<file path="config.mk">
export PLATFORM = sky130hd
export DESIGN_NAME = router_portin_pkt
export DESIGN_NICKNAME = d
export VERILOG_FILES = /design/src/rtl/router_pkg.sv /design/src/rtl/router_sync_fifo.sv /design/src/rtl/router_portin_pkt.sv
export SDC_FILE = /design/constraint.sdc
export NUM_CORES = 1
export LEC_CHECK = 0
export ABC_AREA = 1
export CAP_MARGIN = 15
export CORE_MARGIN = 2
export CORE_UTILIZATION = 50
export CTS_CLUSTER_SIZE = 20
export DETAILED_ROUTE_END_ITERATION = 12
export HOLD_SLACK_MARGIN = 0.1
export PLACE_DENSITY = 0.67
export SLEW_MARGIN = 10
export SYNTH_ARGS = -nofsm -noshare
export SYNTH_HDL_FRONTEND = slang
export SYNTH_SLANG_ARGS = --single-unit
</file>
<file path="constraint.sdc">
create_clock -name clock -period 5.55 [get_ports clock]
set_input_delay 0.555 -clock clock [delete_from_list [all_inputs] [get_ports clock]]
set_output_delay 0.555 -clock clock [all_outputs]
set_load 0.02 [all_outputs]
</file>
<file path="src/rtl/router_pkg.sv">
// Shared types and default widths for the router packet input port.
package router_pkg;
    localparam int DEF_ADDR_W    = 4;
    localparam int DEF_WORD_W    = 32;
    localparam int DEF_MAX_WORDS = 4;
    localparam int DEF_DEPTH     = 8;
    localparam int DEF_NBITS_W   = $clog2(DEF_WORD_W + 1);

    typedef enum logic [1:0] {IDLE, ADDR, DATA, TRUNC} portin_state_e;

    typedef struct packed {
        logic [DEF_ADDR_W-1:0]  addr;
        logic [DEF_WORD_W-1:0]  data;
        logic                   sop;
        logic                   eop;
        logic                   err;
        logic [DEF_NBITS_W-1:0] nbits;
    } portin_entry_t;
endpackage

</file>
<file path="src/rtl/router_sync_fifo.sv">
// First-word-fall-through synchronous FIFO; the head reads as zero while empty.
module router_sync_fifo #(
    parameter int W     = 8,
    parameter int DEPTH = 8
) (
    input  logic         clock,
    input  logic         reset_n,
    input  logic         clear,
    input  logic         push,
    input  logic [W-1:0] push_data,
    input  logic         pop,
    output logic [W-1:0] pop_data,
    output logic         full,
    output logic         empty,
    output logic         drop
);
    localparam int AW = $clog2(DEPTH);

    logic [W-1:0]  mem [DEPTH];
    logic [AW-1:0] wptr;
    logic [AW-1:0] rptr;
    logic [AW:0]   count;
    logic          do_push;
    logic          do_pop;

    assign empty    = (count == '0);
    assign full     = (count == (AW+1)'(DEPTH));
    assign do_pop   = pop && !empty;
    // A pop in the same cycle frees the slot, so a push while full still lands.
    assign do_push  = push && (!full || do_pop);
    assign drop     = push && full && !do_pop;
    assign pop_data = empty ? '0 : mem[rptr];

    always_ff @(posedge clock or negedge reset_n) begin
        if (!reset_n) begin
            wptr  <= '0;
            rptr  <= '0;
            count <= '0;
        end else if (clear) begin
            wptr  <= '0;
            rptr  <= '0;
            count <= '0;
        end else begin
            if (do_push) wptr <= wptr + AW'(1);
            if (do_pop)  rptr <= rptr + AW'(1);
            count <= count + (AW+1)'(do_push) - (AW+1)'(do_pop);
        end
    end

    always_ff @(posedge clock) begin
        if (do_push) mem[wptr] <= push_data;
    end
endmodule

</file>
<file path="src/rtl/router_portin_pkt.sv">
// Bit-serial packet input port: deserialises address and payload words into a FIFO.
//   state | meaning
//   IDLE  | waiting for frame_n low
//   ADDR  | collecting address bits (valid_n high)
//   DATA  | collecting payload bits into the current word
//   TRUNC | MAX_WORDS already pushed; discarding payload until packet end
module router_portin_pkt
    import router_pkg::*;
#(
    parameter int ADDR_W    = DEF_ADDR_W,
    parameter int WORD_W    = DEF_WORD_W,
    parameter int MAX_WORDS = DEF_MAX_WORDS,
    parameter int DEPTH     = DEF_DEPTH
) (
    input  logic                        clock,
    input  logic                        reset_n,
    input  logic                        clear,
    input  logic                        frame_n,
    input  logic                        valid_n,
    input  logic                        di,
    output logic                        out_valid,
    input  logic                        out_ready,
    output logic [ADDR_W-1:0]           out_addr,
    output logic [WORD_W-1:0]           out_data,
    output logic                        out_sop,
    output logic                        out_eop,
    output logic                        out_err,
    output logic [$clog2(WORD_W+1)-1:0] out_nbits,
    output logic                        ovf
);
    localparam int NBITS_W = $clog2(WORD_W + 1);
    localparam int CNTA_W  = $clog2(ADDR_W + 1);
    localparam int CNTW_W  = $clog2(MAX_WORDS + 1);
    localparam int ENTRY_W = ADDR_W + WORD_W + 3 + NBITS_W;

    portin_state_e       state_q, state_d;
    logic [ADDR_W-1:0]   addr_q, addr_d;
    logic [CNTA_W-1:0]   cnta_q, cnta_d;
    logic [WORD_W-1:0]   word_q, word_d;
    logic [NBITS_W-1:0]  cntp_q, cntp_d;
    logic [CNTW_W-1:0]   cntw_q, cntw_d;
    logic                err_q, err_d;
    logic                sop_q, sop_d;

    logic                take_bit, abort, trunc_end, go_idle;
    logic                push, err_eff;
    logic [WORD_W-1:0]   new_word, e_data;
    logic [NBITS_W-1:0]  e_nbits;
    logic                e_eop, e_err;
    logic [ENTRY_W-1:0]  push_entry, head;
    logic                full, empty, drop, pop;

    always_comb begin
        state_d   = state_q;
        addr_d    = addr_q;
        cnta_d    = cnta_q;
        word_d    = word_q;
        cntp_d    = cntp_q;
        cntw_d    = cntw_q;
        err_d     = err_q;
        sop_d     = sop_q;
        take_bit  = 1'b0;
        abort     = 1'b0;
        trunc_end = 1'b0;
        go_idle   = 1'b0;
        push      = 1'b0;
        new_word  = word_q | (WORD_W'(di) << cntp_q);
        // A payload bit straight from IDLE, or before a full address, marks the packet bad.
        err_eff   = err_q || (state_q == IDLE) ||
                    ((state_q == ADDR) && (cnta_q < CNTA_W'(ADDR_W)));
        e_data    = new_word;
        e_nbits   = cntp_q + NBITS_W'(1);
        e_eop     = 1'b0;
        e_err     = err_eff;

        case (state_q)
            IDLE, ADDR: begin
                if (!frame_n && valid_n) begin
                    if (cnta_q < CNTA_W'(ADDR_W)) begin
                        addr_d = addr_q | (ADDR_W'(di) << cnta_q);
                        cnta_d = cnta_q + CNTA_W'(1);
                    end
                    state_d = ADDR;
                end else if (!valid_n && !(frame_n && (state_q == IDLE))) begin
                    take_bit = 1'b1;
                end else if ((state_q == ADDR) && frame_n) begin
                    abort = 1'b1;
                end
            end
            DATA: begin
                if (!valid_n)     take_bit = 1'b1;
                else if (frame_n) abort    = 1'b1;
            end
            TRUNC: begin
                if (frame_n) trunc_end = 1'b1;
            end
            default: ;
        endcase

        if (take_bit) begin
            if (cntw_q == CNTW_W'(MAX_WORDS)) begin
                if (frame_n) trunc_end = 1'b1;
                else         state_d   = TRUNC;
            end else begin
                push  = frame_n || (cntp_q == NBITS_W'(WORD_W - 1));
                e_eop = frame_n;
                err_d = err_eff;
                if (frame_n) begin
                    go_idle = 1'b1;
                end else if (push) begin
                    word_d  = '0;
                    cntp_d  = '0;
                    cntw_d  = cntw_q + CNTW_W'(1);
                    sop_d   = 1'b0;
                    state_d = DATA;
                end else begin
                    word_d  = new_word;
                    cntp_d  = cntp_q + NBITS_W'(1);
                    state_d = DATA;
                end
            end
        end

        if (abort) begin
            push    = 1'b1;
            e_data  = word_q;
            e_nbits = cntp_q;
            e_eop   = 1'b1;
            e_err   = 1'b1;
            go_idle = 1'b1;
        end

        if (trunc_end) begin
            push    = 1'b1;
            e_data  = '0;
            e_nbits = '0;
            e_eop   = 1'b1;
            e_err   = 1'b1;
            go_idle = 1'b1;
        end

        if (go_idle) begin
            state_d = IDLE;
            addr_d  = '0;
            cnta_d  = '0;
            word_d  = '0;
            cntp_d  = '0;
            cntw_d  = '0;
            err_d   = 1'b0;
            sop_d   = 1'b1;
        end
    end

    always_ff @(posedge clock or negedge reset_n) begin
        if (!reset_n) begin
            state_q <= IDLE;
            addr_q  <= '0;
            cnta_q  <= '0;
            word_q  <= '0;
            cntp_q  <= '0;
            cntw_q  <= '0;
            err_q   <= 1'b0;
            sop_q   <= 1'b1;
            ovf     <= 1'b0;
        end else if (clear) begin
            state_q <= IDLE;
            addr_q  <= '0;
            cnta_q  <= '0;
            word_q  <= '0;
            cntp_q  <= '0;
            cntw_q  <= '0;
            err_q   <= 1'b0;
            sop_q   <= 1'b1;
            ovf     <= 1'b0;
        end else begin
            state_q <= state_d;
            addr_q  <= addr_d;
            cnta_q  <= cnta_d;
            word_q  <= word_d;
            cntp_q  <= cntp_d;
            cntw_q  <= cntw_d;
            err_q   <= err_d;
            sop_q   <= sop_d;
            if (drop) ovf <= 1'b1;
        end
    end

    assign push_entry = {addr_q, e_data, sop_q, e_eop, e_err, e_nbits};
    assign out_valid  = !empty;
    assign pop        = out_valid && out_ready;
    assign {out_addr, out_data, out_sop, out_eop, out_err, out_nbits} = head;

    router_sync_fifo #(
        .W     (ENTRY_W),
        .DEPTH (DEPTH)
    ) u_fifo (
        .clock     (clock),
        .reset_n   (reset_n),
        .clear     (clear),
        .push      (push),
        .push_data (push_entry),
        .pop       (pop),
        .pop_data  (head),
        .full      (full),
        .empty     (empty),
        .drop      (drop)
    );
endmodule

</file>
After elaboration in Yosys (flattened, before gate mapping)
Memories as Yosys holds them, arrays and structs flattened.
Index checks and enable logic that the tools add are counted.
W data, S select, Z words.
{"block": "word_totals", "memories": 1, "in_bits": 7, "output_inout_bits": 47, "elab_cells": 156, "ram_bits": 360, "reg_bits": 63}
{"memory": "u_fifo.mem", "depth": 8, "word_bits": 45, "read_ports": 1, "rd_clocked_by_memory_dff": 0, "write_ports": 1, "line_no": "router_sync_fifo.sv:19", "text": "logic [W-1:0] mem [DEPTH];"}
{"block": "classes", "magnitude_cmp": 1, "bitwise_logic": 2, "shifts": 2, "reduce_logical": 35, "n_mux": 88, "eq_ne": 8, "addsub": 7}
{"op": "$mux W32", "count": 8}
{"op": "$mux W6", "count": 8}
{"op": "$mux W3", "count": 15}
{"op": "$mux W45", "count": 1}
{"op": "$mux W1", "count": 40}
{"op": "$or A32 B32 Y32", "count": 1}
{"op": "$shl A1 B6 Y32", "count": 1}
{"op": "$mux W4", "count": 6}
{"op": "$mux W2", "count": 8}
{"op": "$reduce_bool A3 Y1", "count": 5}
{"op": "$add A3 B1 Y3 const B", "count": 4}
{"op": "$logic_and A1 B1 Y1", "count": 10}
{"op": "$add A6 B1 Y6 const B", "count": 1}
{"op": "$eq A6 B5 Y1 const B", "count": 1}
{"op": "$logic_not A1 Y1", "count": 6}
{"op": "$reduce_and A3 Y1", "count": 2}
{"op": "$reduce_bool A2 Y1", "count": 3}
{"op": "$add A4 B1 Y4", "count": 1}
{"op": "$eq A2 B2 Y1 const B", "count": 2}
{"op": "$eq A4 B4 Y1 const B", "count": 1}
{"op": "$logic_not A4 Y1", "count": 1}
{"op": "$logic_or A1 B1 Y1", "count": 4}
{"op": "$or A4 B4 Y4", "count": 1}
{"op": "$pmux W1 S2", "count": 2}
{"op": "11 further kinds", "count": 11}

Logic depth before layout (Yosys ltp)
{"block": "logic_depth", "ltp_word": 14, "ltp_mapped": 17, "depth_no_buf": 16}

By module
From an unflattened synthesis, not the netlist that was laid out.
{"block": "unflattened", "hier_cells": 1937, "area_unflattened_um2": 18933.2}
{"mod": "router_sync_fifo", "seq_area_each_um2": 11060.6, "n_inst": 1, "area_each_um2": 15557.4, "cells_each": 1417}
{"mod": "router_portin_pkt", "seq_area_each_um2": 1327.5, "n_inst": 1, "area_each_um2": 3375.7, "cells_each": 520}

Worst setup path before layout
OpenSTA, ideal clock, no wires.
{"block": "synth_timing", "path_type": "in2reg", "startpoint": "input frame_n", "endpoint": "memory u_fifo.mem[4][0] (netlist bit) (enable)", "path_buffers": 2, "path_slack_ns": 0.531, "arrival_time_ns": 4.515, "stages": 10, "setup_ns": 0.503, "cell_sequence": "clkbuf_2 > nand3_1 > nand2_1 > nand2_1 > nand2_1 > nand2_1 > nand3_2 > nand2_1 > buf_6 > nor3_1"}
{"block": "synth_via", "elab_chain_len": 12, "word_cells_on_any_way": 27}
{"item": "start, declared", "line_no": "router_portin_pkt.sv:18", "text": "input logic frame_n,"}
{"item": "$logic_and A1 B1 Y1", "line_no": "router_portin_pkt.sv:84", "text": "end else if (!valid_n && !(frame_n && (state_q == IDLE))) begin"}
{"item": "$logic_not A1 Y1", "line_no": "router_portin_pkt.sv:84"}
{"item": "$logic_and A1 B1 Y1", "line_no": "router_portin_pkt.sv:84"}
{"item": "$mux W1", "line_no": "router_portin_pkt.sv:84"}
{"item": "$mux W1", "line_no": "router_portin_pkt.sv:78", "text": "if (!frame_n && valid_n) begin"}
{"item": "$pmux W1 S2", "line_no": "router_portin_pkt.sv:76", "text": "case (state_q)"}
{"item": "$mux W1", "line_no": "router_portin_pkt.sv:100", "text": "if (take_bit) begin"}
{"item": "$mux W1", "line_no": "router_portin_pkt.sv:124", "text": "if (abort) begin"}
{"item": "$mux W1 *", "line_no": "router_portin_pkt.sv:133", "text": "if (trunc_end) begin"}
{"item": "$logic_and A1 B1 Y1 *", "line_no": "router_sync_fifo.sv:30", "text": "assign do_push = push && (!full || do_pop);"}
{"item": "$mux W1 *", "line_no": "router_sync_fifo.sv:51", "text": "if (do_push) mem[wptr] <= push_data;"}
{"item": "$mux W1 (implied by the code) *", "line_no": "router_sync_fifo.sv:51"}
{"item": "end, declared", "line_no": "router_sync_fifo.sv:19"}
Every way passes the cells marked *; elsewhere a longest branch is shown, timed or not.

Worst setup path in the final report
{"block": "layout_timing", "startpoint": "register u_fifo.rptr[1]", "endpoint": "output out_err"}
{"block": "layout_via", "elab_chain_len": 2}
{"item": "start, declared", "line_no": "router_sync_fifo.sv:21", "text": "logic [AW-1:0] rptr;"}
{"item": "start signal, assigned", "line_no": "router_sync_fifo.sv:45", "text": "if (do_pop) rptr <= rptr + AW'(1);"}
{"item": "$mem_v2 Z8 W45"}
{"item": "$mux W45", "line_no": "router_sync_fifo.sv:32", "text": "assign pop_data = empty ? '0 : mem[rptr];"}
{"item": "end, declared", "line_no": "router_portin_pkt.sv:27", "text": "output logic out_err,"}
No other way between the ends.

==> flow_summary.yaml <==
routing:
  via_count: 11910
  routed_via_density: 5.68
  drt-pass1-iter-count: 5
  drtIter0Drc: 1200
  drc: 0
  wl_per_cell_um: 19.3
  drt_wl_total_um: 40500
  ant_nets: 0
critical_path:
  crit_arrival_ns: 3.62
  worstPathRequired_ns: 4.99
  r2r_start: "cntw_q[0]"
  crit_path_max_fanout: 70
  critPathLaunchType: "register"
  critical_path_class: "register to output port"
  crit_start: "u_fifo.rptr[1]"
  endpoint_kind: "output port"
yosys:
  synthFlopType: "edfxtp_1"
  ys.warnings.count: 0
  synth_mux_area_share_pct: 0
  synthesis.nets: 1597
  yosysUniqueCellTypes: 39
  synth_enable_flop_cells: 360
  synth-compound-area-share_pct: 12.3
  async_reset_ff_share_pct: 14.9
  ys_ff_latch: 423
  netlist_area_sq_um: 17800
  synth-simple-area-share_pct: 12.2
  postSynthCellCount: 1577
  syn_area_per_cell_sq_um: 11.3
  synthAdderAreaFrac_pct: 0.958
  synth-xor-area-share_pct: 0.395
  synth_top_family_by_area: "compound AO/OA/AOI/OAI gates"
  ys_seq_area_share_pct: 69.8
clocking:
  clock_latency_ns: 0.55
  cts_root_buf: "clkbuf_16"
  numCtsBuffers: 42
  ctsResizeCount: 0
  hold_buffers: 0
  clk_path_buf_depth: 3
  postCtsSetupRepairBufs: 0
  htreeDepth: 2
  cts.sinks: 423
  cts_tree: "done"
  path_clk_slew_ns: 0.06
final_layout:
  fillers: 2859
  seqCellArea_sq_um: 12400
  drive_gt1_share_pct: 7.34
  nNetsFinal: 1621
  multi_input_area_sq_um: 4640
  antennaDiodeCount: 0
  final_cell_area_sq_um: 20000
  area_delta_synth_final_pct: 12.9
timing:
  rsz0062_at_grt: "false"
  setup_viol: 0
  slew_headroom_pct: 33.2
  worst_clock_skew_ns: 0.0164
  setup_tns_ns: 0
  period_needed_ns: 4.17
  max_freq_mhz: 240
  hold_slack_ns: 0.169
  slew_violations: 0
  tightestPinTransition_ns: 0.996
  hold_violations: 0
  fin_crit_sh_pct: 75.2
global_routing:
  antenna_found_initial: 1
  met2_usage_pct: 35.6
  use_met3_pct: 3.35
  grt_start_max_net_pins: 122
  gr-usage-met1_pct: 32.1
  grt_usage_pct: 22.3
  grt_first_pass_wirelength_um: 63100
  busiest_layer: "met2"
  gr-total-overflow: 0
  grt_pass1_vias: 11275
floorplan:
  row_count: 69
  coreArea_sq_um: 35200
  die_w_um: 192
  start_util_pct: 50.4
  dieArea_sq_um: 37000
  ios: 54
  die_h_um: 192
power:
  internal_power_mw: 6.06
  peakVddDrop_uv: 292
  p_comb_share_pct: 26.2
  p_clk_share_pct: 31.4
  power.share.sequential_pct: 42.3
  power.density_nw_per_um2: 442
  p_sw_share_pct: 31.5
  switching_power_mw: 2.79
  p_leak_nw: 7.52
placement:
  numPortBuffers: 53
  place_congestion: 0.896
  place_area_sq_um: 18700
  hpwl_um: 21900
outcome:
  status: "completed"
run:
  maxCapViolations: 0
hold_path:
  hold_class: "input port to async pin"
-- worst paths after layout --
| kind | slack (ns) | cells after the start | to |
|---|---|---|---|
| worst min register to register | 0.49 | 2 | word_q[4] |
| worst max-delay path | 1.38 | 6 | out_err |
| min in group clock | 0.49 | 2 | word_q[4] |
| worst max register to register | 2.16 | 15 | u_fifo.count[2] |
| worst min-delay path | 0.17 | 2 | u_fifo.count[2] |
| max in group asynchronous | 4.72 | 2 | u_fifo.rptr[1] |
-- cell type report --
type                       instances  share of cell area [%]
clock buffer                      53                    5.50
clock inverter                    25                    1.24
inverter                          84                    1.60
multi-input combinational        971                    23.1
sequential                       423                    61.9
tap                              461                    2.88
timing repair buffer              79                    3.78
-- cells in the final DEF (no fill, tap or decap), types with 12 or more instances in the layout --
master           instances
nor2_1                 407
edfxtp_1               360
o21ai_0                279
inv_1                   75
dfrtp_1                 60
a21oi_1                 58
clkdlybuf4s50_1         52
nand2_1                 48
a31oi_1                 45
clkbuf_16               42
o21ai_1                 23
buf_4                   23
nand3_1                 19
nor3_1                  17
nand4_1                 14
ha_1                    12
-- power by group through the flow --
stage                     clock [mW]  combinational [mW]  sequential (mW)
after floorplan                    0                1.51             3.72
after global placement             0                2.32             3.81
after detailed placement           0                2.34             3.81
after CTS                       2.83                2.35             3.75
after global routing            2.94                2.59             3.77
final                           2.78                2.32             3.75
-- registers in the layout, summed over array words and instances (netlist names) --
name          flops
u_fifo.count      4
addr_q            4
state_q           2
sop_q             1
ovf               1
cntp_q            6
word_q           32
cntw_q            3
cnta_q            3
u_fifo.rptr       3
err_q             1
u_fifo.wptr       3
u_fifo.mem      360
-- worst max-delay path, stage by stage (launching register included) --
cell             delay (ns)
dfrtp_4                0.92
inv_2                  0.44
buf_4                  0.42
nor2_1                 0.14
o21ai_0                0.09
a31oi_1                0.32
clkdlybuf4s50_1        0.67
-- cell families (layout without fill, tap and decap cells) --
kind of cell             after synthesis  after routing
AND/OR/NAND/NOR                      533            533
flip-flops                           423            423
AO/OA/AOI/OAI                        417            417
buffers and inverters                183            241
adder cells (fa/ha/maj)               13             13
XOR/XNOR                               8              8
-- through the flow --
step	util, %	power [mW]	setup slack, ns	std cells
after global routing	56.9	9.30	1.16	2096
after global placement	53.1	6.13	1.80	2018
after CTS	56.9	8.92	1.37	2096
after detailed placement	53.1	6.15	1.69	2018
after floorplan	-	5.23	0.531	1577
final	56.9	8.86	1.38	2096
-- per-layer routing --
| metal | wire length [um] | vias up |
|---|---|---|
| li1 | - | 5593 |
| met5 | 0 | - |
| met2 | 19000 | 361 |
| met3 | 2660 | 71 |
| met1 | 18000 | 5885 |
| met4 | 869 | 0 |
-- synthesized netlist by cell type (9+ instances only) --
cell	count	share of area, %
nor2_1	407	8.6
edfxtp_1	360	61
o21ai_0	279	7.9
inv_1	76	1.6
dfrtp_1	62	8.7
a21oi_1	58	1.6
clkbuf_1	56	1.2
nand2_1	48	1.0
a31oi_1	45	1.6
buf_2	25	0.70
nor3_1	25	0.70
o21ai_1	23	0.65
nand3_1	20	0.56
nand4_1	14	0.49
ha_1	12	0.85
buf_1	9	0.19
or2_1	9	0.32
(Power assumes the default switching activity.)
